==> src/rtl/vga_timing_if.sv <==
// Video timing output bundle: syncs, active flag, coordinates and strobes.
interface vga_timing_if #(
  parameter int CW = 11
);
  logic          o_pix_en;
  logic          o_hs;
  logic          o_vs;
  logic          o_active;
  logic [CW-1:0] o_x;
  logic [CW-1:0] o_y;
  logic          o_line_start;
  logic          o_frame_start;

  modport master (
    output o_pix_en, o_hs, o_vs, o_active, o_x, o_y, o_line_start, o_frame_start
  );
  modport slave (
    input  o_pix_en, o_hs, o_vs, o_active, o_x, o_y, o_line_start, o_frame_start
  );
endinterface

==> src/rtl/vga_timing_gen.sv <==
// Parametrised video timing generator with integer pixel-clock divider.
// Optional alternate timing set selected per frame when VGA_TIMING_ALTMODE_EN is defined.
module vga_timing_gen #(
  parameter int H_ACTIVE = 1024,
  parameter int H_FP     = 24,
  parameter int H_SYNC   = 136,
  parameter int H_BP     = 160,
  parameter int V_ACTIVE = 768,
  parameter int V_FP     = 3,
  parameter int V_SYNC   = 6,
  parameter int V_BP     = 29,
  parameter int HS_POL   = 0,
  parameter int VS_POL   = 0,
  parameter int CLK_DIV  = 1,
  parameter int CW       = 11
`ifdef VGA_TIMING_ALTMODE_EN
  ,
  parameter int ALT_H_ACTIVE = H_ACTIVE,
  parameter int ALT_H_FP     = H_FP,
  parameter int ALT_H_SYNC   = H_SYNC,
  parameter int ALT_H_BP     = H_BP,
  parameter int ALT_V_ACTIVE = V_ACTIVE,
  parameter int ALT_V_FP     = V_FP,
  parameter int ALT_V_SYNC   = V_SYNC,
  parameter int ALT_V_BP     = V_BP
`endif
) (
  input  logic i_clk,
  input  logic i_rst,
`ifdef VGA_TIMING_ALTMODE_EN
  input  logic i_mode,
`endif
  vga_timing_if.master vid
);

  localparam int W  = CW + 1;
  localparam int DW = (CLK_DIV > 1) ? $clog2(CLK_DIV) : 1;

  localparam logic [DW-1:0] DIV_LAST = DW'(CLK_DIV - 1);
  localparam logic          HS_ON    = 1'(HS_POL);
  localparam logic          VS_ON    = 1'(VS_POL);

  // Boundaries are CW+1 bits wide so a sync that ends exactly at 2^CW still compares correctly.
  localparam logic [CW:0] P_H_ACT  = W'(H_ACTIVE);
  localparam logic [CW:0] P_H_SS   = W'(H_ACTIVE + H_FP);
  localparam logic [CW:0] P_H_SE   = W'(H_ACTIVE + H_FP + H_SYNC);
  localparam logic [CW:0] P_H_LAST = W'(H_ACTIVE + H_FP + H_SYNC + H_BP - 1);
  localparam logic [CW:0] P_V_ACT  = W'(V_ACTIVE);
  localparam logic [CW:0] P_V_SS   = W'(V_ACTIVE + V_FP);
  localparam logic [CW:0] P_V_SE   = W'(V_ACTIVE + V_FP + V_SYNC);
  localparam logic [CW:0] P_V_LAST = W'(V_ACTIVE + V_FP + V_SYNC + V_BP - 1);

  logic [CW:0] h_act, h_ss, h_se, h_last;
  logic [CW:0] v_act, v_ss, v_se, v_last;

`ifdef VGA_TIMING_ALTMODE_EN
  localparam logic [CW:0] A_H_ACT  = W'(ALT_H_ACTIVE);
  localparam logic [CW:0] A_H_SS   = W'(ALT_H_ACTIVE + ALT_H_FP);
  localparam logic [CW:0] A_H_SE   = W'(ALT_H_ACTIVE + ALT_H_FP + ALT_H_SYNC);
  localparam logic [CW:0] A_H_LAST = W'(ALT_H_ACTIVE + ALT_H_FP + ALT_H_SYNC + ALT_H_BP - 1);
  localparam logic [CW:0] A_V_ACT  = W'(ALT_V_ACTIVE);
  localparam logic [CW:0] A_V_SS   = W'(ALT_V_ACTIVE + ALT_V_FP);
  localparam logic [CW:0] A_V_SE   = W'(ALT_V_ACTIVE + ALT_V_FP + ALT_V_SYNC);
  localparam logic [CW:0] A_V_LAST = W'(ALT_V_ACTIVE + ALT_V_FP + ALT_V_SYNC + ALT_V_BP - 1);

  logic alt_q;

  always_comb begin
    if (alt_q) begin
      h_act = A_H_ACT; h_ss = A_H_SS; h_se = A_H_SE; h_last = A_H_LAST;
      v_act = A_V_ACT; v_ss = A_V_SS; v_se = A_V_SE; v_last = A_V_LAST;
    end else begin
      h_act = P_H_ACT; h_ss = P_H_SS; h_se = P_H_SE; h_last = P_H_LAST;
      v_act = P_V_ACT; v_ss = P_V_SS; v_se = P_V_SE; v_last = P_V_LAST;
    end
  end
`else
  always_comb begin
    h_act = P_H_ACT; h_ss = P_H_SS; h_se = P_H_SE; h_last = P_H_LAST;
    v_act = P_V_ACT; v_ss = P_V_SS; v_se = P_V_SE; v_last = P_V_LAST;
  end
`endif

  logic [DW-1:0] div;
  logic [CW-1:0] h, v;
  logic [CW:0]   h_w, v_w;
  logic          pix_step, h_wrap, v_wrap;

  always_comb begin
    h_w      = {1'b0, h};
    v_w      = {1'b0, v};
    pix_step = (div == DIV_LAST);
    h_wrap   = pix_step && (h_w == h_last);
    v_wrap   = h_wrap && (v_w == v_last);
  end

  always_ff @(posedge i_clk) begin
    if (i_rst) begin
      div <= '0;
      h   <= '0;
      v   <= '0;
    end else begin
      div <= pix_step ? '0 : div + 1'b1;
      if (pix_step) h <= h_wrap ? '0 : h + 1'b1;
      if (h_wrap)   v <= v_wrap ? '0 : v + 1'b1;
    end
  end

`ifdef VGA_TIMING_ALTMODE_EN
  // Timing set only switches on the final clock of a frame, as the counters wrap to (0,0).
  always_ff @(posedge i_clk) begin
    if (i_rst)       alt_q <= 1'b0;
    else if (v_wrap) alt_q <= i_mode;
  end
`endif

  logic first_clk;
  always_comb first_clk = (div == '0);

  always_ff @(posedge i_clk) begin
    if (i_rst) begin
      vid.o_pix_en      <= 1'b0;
      vid.o_hs          <= ~HS_ON;
      vid.o_vs          <= ~VS_ON;
      vid.o_active      <= 1'b0;
      vid.o_x           <= '0;
      vid.o_y           <= '0;
      vid.o_line_start  <= 1'b0;
      vid.o_frame_start <= 1'b0;
    end else begin
      vid.o_pix_en      <= first_clk;
      vid.o_hs          <= ((h_w >= h_ss) && (h_w < h_se)) ? HS_ON : ~HS_ON;
      vid.o_vs          <= ((v_w >= v_ss) && (v_w < v_se)) ? VS_ON : ~VS_ON;
      vid.o_active      <= (h_w < h_act) && (v_w < v_act);
      vid.o_x           <= h;
      vid.o_y           <= v;
      vid.o_line_start  <= first_clk && (h == '0);
      vid.o_frame_start <= first_clk && (h == '0) && (v == '0);
    end
  end

endmodule
==> src/flat_wrapper.sv <==
// flat-port wrapper written by rule: the top's interface ports become plain ports
module vga_timing_gen_flat 
#(
  parameter int H_ACTIVE = 1024,
  parameter int H_FP     = 24,
  parameter int H_SYNC   = 136,
  parameter int H_BP     = 160,
  parameter int V_ACTIVE = 768,
  parameter int V_FP     = 3,
  parameter int V_SYNC   = 6,
  parameter int V_BP     = 29,
  parameter int HS_POL   = 0,
  parameter int VS_POL   = 0,
  parameter int CLK_DIV  = 1,
  parameter int CW       = 11

)
  (i_clk, i_rst, vid_o_pix_en, vid_o_hs, vid_o_vs, vid_o_active, vid_o_x, vid_o_y, vid_o_line_start, vid_o_frame_start);
  vga_timing_if #(.CW(CW)) vid_i ();
  input  logic i_clk;
  input  logic i_rst;
  output wire logic [$bits(vid_i.o_pix_en)-1:0] vid_o_pix_en;
  output wire logic [$bits(vid_i.o_hs)-1:0] vid_o_hs;
  output wire logic [$bits(vid_i.o_vs)-1:0] vid_o_vs;
  output wire logic [$bits(vid_i.o_active)-1:0] vid_o_active;
  output wire logic [$bits(vid_i.o_x)-1:0] vid_o_x;
  output wire logic [$bits(vid_i.o_y)-1:0] vid_o_y;
  output wire logic [$bits(vid_i.o_line_start)-1:0] vid_o_line_start;
  output wire logic [$bits(vid_i.o_frame_start)-1:0] vid_o_frame_start;
  assign vid_o_pix_en = vid_i.o_pix_en;
  assign vid_o_hs = vid_i.o_hs;
  assign vid_o_vs = vid_i.o_vs;
  assign vid_o_active = vid_i.o_active;
  assign vid_o_x = vid_i.o_x;
  assign vid_o_y = vid_i.o_y;
  assign vid_o_line_start = vid_i.o_line_start;
  assign vid_o_frame_start = vid_i.o_frame_start;
  vga_timing_gen #(.H_ACTIVE(H_ACTIVE), .H_FP(H_FP), .H_SYNC(H_SYNC), .H_BP(H_BP), .V_ACTIVE(V_ACTIVE), .V_FP(V_FP), .V_SYNC(V_SYNC), .V_BP(V_BP), .HS_POL(HS_POL), .VS_POL(VS_POL), .CLK_DIV(CLK_DIV), .CW(CW)) u_core (.i_clk(i_clk), .i_rst(i_rst), .vid(vid_i));
endmodule
==> config.mk <==
export PLATFORM = sky130hd
export DESIGN_NAME = vga_timing_gen_flat
export DESIGN_NICKNAME = d
export VERILOG_FILES = /design/src/rtl/vga_timing_if.sv /design/src/rtl/vga_timing_gen.sv /design/src/flat_wrapper.sv
export SDC_FILE = /design/constraint.sdc
export NUM_CORES = 1
export LEC_CHECK = 0
export CAP_MARGIN = 20
export CORE_MARGIN = 5
export CORE_UTILIZATION = 56
export DETAILED_ROUTE_END_ITERATION = 10
export HOLD_SLACK_MARGIN = 0.15
export PLACE_DENSITY_LB_ADDON = 0.08
export SYNTH_ARGS = -nofsm -noshare
export SYNTH_HDL_FRONTEND = slang
export SYNTH_SLANG_ARGS = --single-unit
==> constraint.sdc <==
create_clock -name i_clk -period 3.24 [get_ports i_clk]
set_input_delay 0.324 -clock i_clk [delete_from_list [all_inputs] [get_ports i_clk]]
set_output_delay 0.324 -clock i_clk [all_outputs]
set_load 0.005 [all_outputs]
==> metrics.json <==
{
  "cts_inserted_buffers": 5,
  "setup_viol": 0,
  "drc_errors": 0,
  "netlist-cell-type-count": 34,
  "post_cts_buffers": 0,
  "drt-pass1-iter-count": 4,
  "netlist_top_cells_count": "sky130_fd_sc_hd__dfxtp_1 (51), sky130_fd_sc_hd__nor2_1 (20), sky130_fd_sc_hd__nor2b_1 (20)",
  "dp.final_hpwl_mm": 2.604,
  "numPortBuffers": 29,
  "post_cts_resize_count": 0,
  "final.setup.worst_slack_ns": 0.9505,
  "number_of_global_route_vias_before_repair": 1375,
  "area_share_of_the_largest_cell_type_after_synthesis": 0.5197,
  "fp.dieW_um": 69.23,
  "number_of_antenna_violations_at_the_first_check_in_global_routing": 0,
  "synth.yosys.warnings": 0,
  "io-pin-count": 30,
  "static-leakage-power_nw": 0.8322,
  "ys_ff_latch": 51,
  "fraction_of_layout_cells_with_a_size_suffix_above_1": 0.05195,
  "finalClockSkew_ns": 0.006944,
  "final.fill_count": 287,
  "hold_violations_final": 0,
  "clk_pin_slew_worst_paths_ns": 0.14,
  "synth_edf_count": 0,
  "seq_area_frac_synth": 0.5197,
  "post_drt_via_cell_ratio": 5.451,
  "grt_max_degree": 27,
  "power_density_nw_per_um2": 408.3,
  "hold_buffers": 0,
  "unrepaired_setup_endpoints_after_global_routing": "no",
  "clock.fmax_mhz": 436.8,
  "maxCapViolCount": 0,
  "pre_cts_slack_ns": 1.034,
  "drt_iter0_markers": 145,
  "postSynth.topFlopCell": "sky130_fd_sc_hd__dfxtp_1",
  "start_util": 0.5841,
  "arrival_time_at_the_worst_endpoint_ns": 2.59,
  "vdd_ir_drop_max_v": 0.0002584,
  "post_route_hold_slack_ns": 0.5259,
  "syn_area_per_cell_um2": 9.725,
  "drv_slew": 0,
  "layout_worst_path_cycle_share": 0.7066,
  "critical_path.cell_chain": "ha_1 -> and3b_1 -> nand4_1 -> or4_1 -> a21oi_1",
  "cts_root_buffer": "sky130_fd_sc_hd__clkbuf_4",
  "tritoncts": "done",
  "placement_rows": 21,
  "timing_worst_setup_path_type": "flip-flop to flip-flop",
  "tightestPinTransition_ns": 0.5957,
  "max-slew-margin-rel": 0.6017,
  "vias": 1510,
  "yosys.area.top_type": "sky130_fd_sc_hd__dfxtp_1",
  "wire_length_of_the_first_global_routing_pass_mm": 6.458,
  "final_nets": 237,
  "status": "finished, final reports clean",
  "placement.cell_area_um2": 2275,
  "min_path_type": "flip-flop to flip-flop",
  "finalWirelength_mm": 3.714,
  "gp_congestion": 0.8898,
  "yosysMostFrequentCell": "sky130_fd_sc_hd__dfxtp_1",
  "globalRoute.totalOverflow": 0,
  "post_synth_inst_count": 202,
  "global_route.usage.total": 0.1661,
  "core_area_um2": 3363,
  "clk_sinks": 51,
  "synthesis.area_um2": 1964,
  "diodes": 0,
  "final_area_um2": 2332,
  "worstPathMaxFanout": 14,
  "clock_path_buffers": 2,
  "mappedNetlistNets": 209,
  "flow.area_growth_from_synthesis_pct": 18.73,
  "setup_total_negative_slack_ns": 0,
  "residual_antenna_violating_net_count_after_detailed_routing": 0,
  "die_height_um": 69.23,
  "final_period_minus_worst_setup_slack_ns": 2.289,
  "critical-path-slowest-cell": "sky130_fd_sc_hd__or4_1",
  "total_die_area_um2": 4792,
  "insertion_delay_ns": 0.37,
  "worst-endpoint-required_ns": 3.54,
  "critPathCaptureType": "flip-flop",
  "detail_route.wl_per_cell_um": 13.41,
  "cts.htree.levels": 2,
  "synthArstFlopShare": 0,
  "ys_top_cells_by_area": "sky130_fd_sc_hd__dfxtp_1 (52%), sky130_fd_sc_hd__nor2b_1 (6.4%), sky130_fd_sc_hd__nor2_1 (3.8%), sky130_fd_sc_hd__ha_1 (3.2%), sky130_fd_sc_hd__xor2_1 (3.1%)",
  "timing.critical_path.from_type": "flip-flop",
  "critPathMaxStageDelay_ns": 0.67
}
[logic make-up after synthesis]
group,count (synthesis),share of synthesized area
flip-flops,51,0.5197
XOR/XNOR,11,0.04904
AND/OR/NAND/NOR,95,0.2860
AO/OA/AOI/OAI,25,0.07898
adder cells (fa/ha/maj),5,0.03185
other,1,0.001909
buffers and inverters,14,0.03248
[sequential cells by signal (all words and copies together) (netlist names), 11 cells and up]
| signal | flops |
|---|---|
| u_core.h | 11 |
| u_core.v | 11 |
| u_core.vid.o_x | 11 |
| u_core.vid.o_y | 11 |
[metal layers]
layer	share of wire	global-route usage
met5	0	0
met4	0.018	0.06508
met3	0.088	0.06522
met2	0.43	0.2426
met1	0.46	0.2194
[per-stage QoR]
stage | power (mW) | utilization | instances
2_1_floorplan | 0.6708 | - | 202
3_3_place_gp | 0.6849 | 0.6763 | 269
3_5_place_dp | 0.6857 | 0.6763 | 269
4_1_cts | 0.9604 | 0.6935 | 277
5_1_grt | 0.9972 | 0.6935 | 277
6_report | 0.9522 | 0.6935 | 277
[worst max-delay path: cells and delay by family, from the launching register on]
family          cells  cell delay (ns)
flops               1             0.42
fa+ha+maj           1             0.20
simple gates        3             1.44
compound gates      1             0.17
[power breakdown]
group / switching, mW / internal, mW
registers: 0.00446 / 0.634
clock network: 0.198 / 0.0831
logic: 0.0166 / 0.0164
total: 0.219 / 0.734
[cells in the final DEF, fill, tap and decap left out, drive strengths merged]
cell and count:
nor4b 2, nand2 13, clkbuf 5, o21ai 7
and3b 1, buf 1, ha 5, conb 1
nor2 20, and3 1, clkinvlp 2, xor2 7
a21oi 12, inv 5, or3 9, o31ai 2
nor4 2, nor4bb 1, nand3b 1, nand4 6
nor2b 20, and4b 3, nand3 5, clkdlybuf4s50 29
and4 6, o21bai 1, xnor2 4, o2111ai 1
nand2b 1, nand4b 1, dfxtp 51, a2111oi 2
clkinv 1, or4 3
[final cells by class]
cell class / count / area (um^2) / share of cell area
Sequential cell: 51 / 1021 / 0.4378
Multi-Input combinational cell: 137 / 879.6 / 0.3771
Timing Repair Buffer: 30 / 297.8 / 0.1277
Tap cell: 46 / 57.56 / 0.02468
Clock buffer: 5 / 37.54 / 0.01609
Clock inverter: 3 / 20.02 / 0.008584
Inverter: 5 / 18.77 / 0.008047
[path summary, 6_finish.rpt]
| kind | cells past startpoint | slack [ns] | from | to |
|---|---|---|---|---|
| hold / removal | 2 | 0.53 | u_core.h[1]$_SDFFE_PP0N_ | u_core.vid.o_x[1]$_SDFF_PP0_ |
| setup / recovery | 5 | 0.95 | u_core.h[0]$_SDFFE_PP0N_ | u_core.v[10]$_SDFFE_PP0N_ |
| hold reg to reg | 2 | 0.53 | u_core.h[1]$_SDFFE_PP0N_ | u_core.vid.o_x[1]$_SDFF_PP0_ |
| setup reg to reg | 5 | 0.95 | u_core.h[0]$_SDFFE_PP0N_ | u_core.v[10]$_SDFFE_PP0N_ |
No activity file was read; power rests on OpenSTA's default activity.
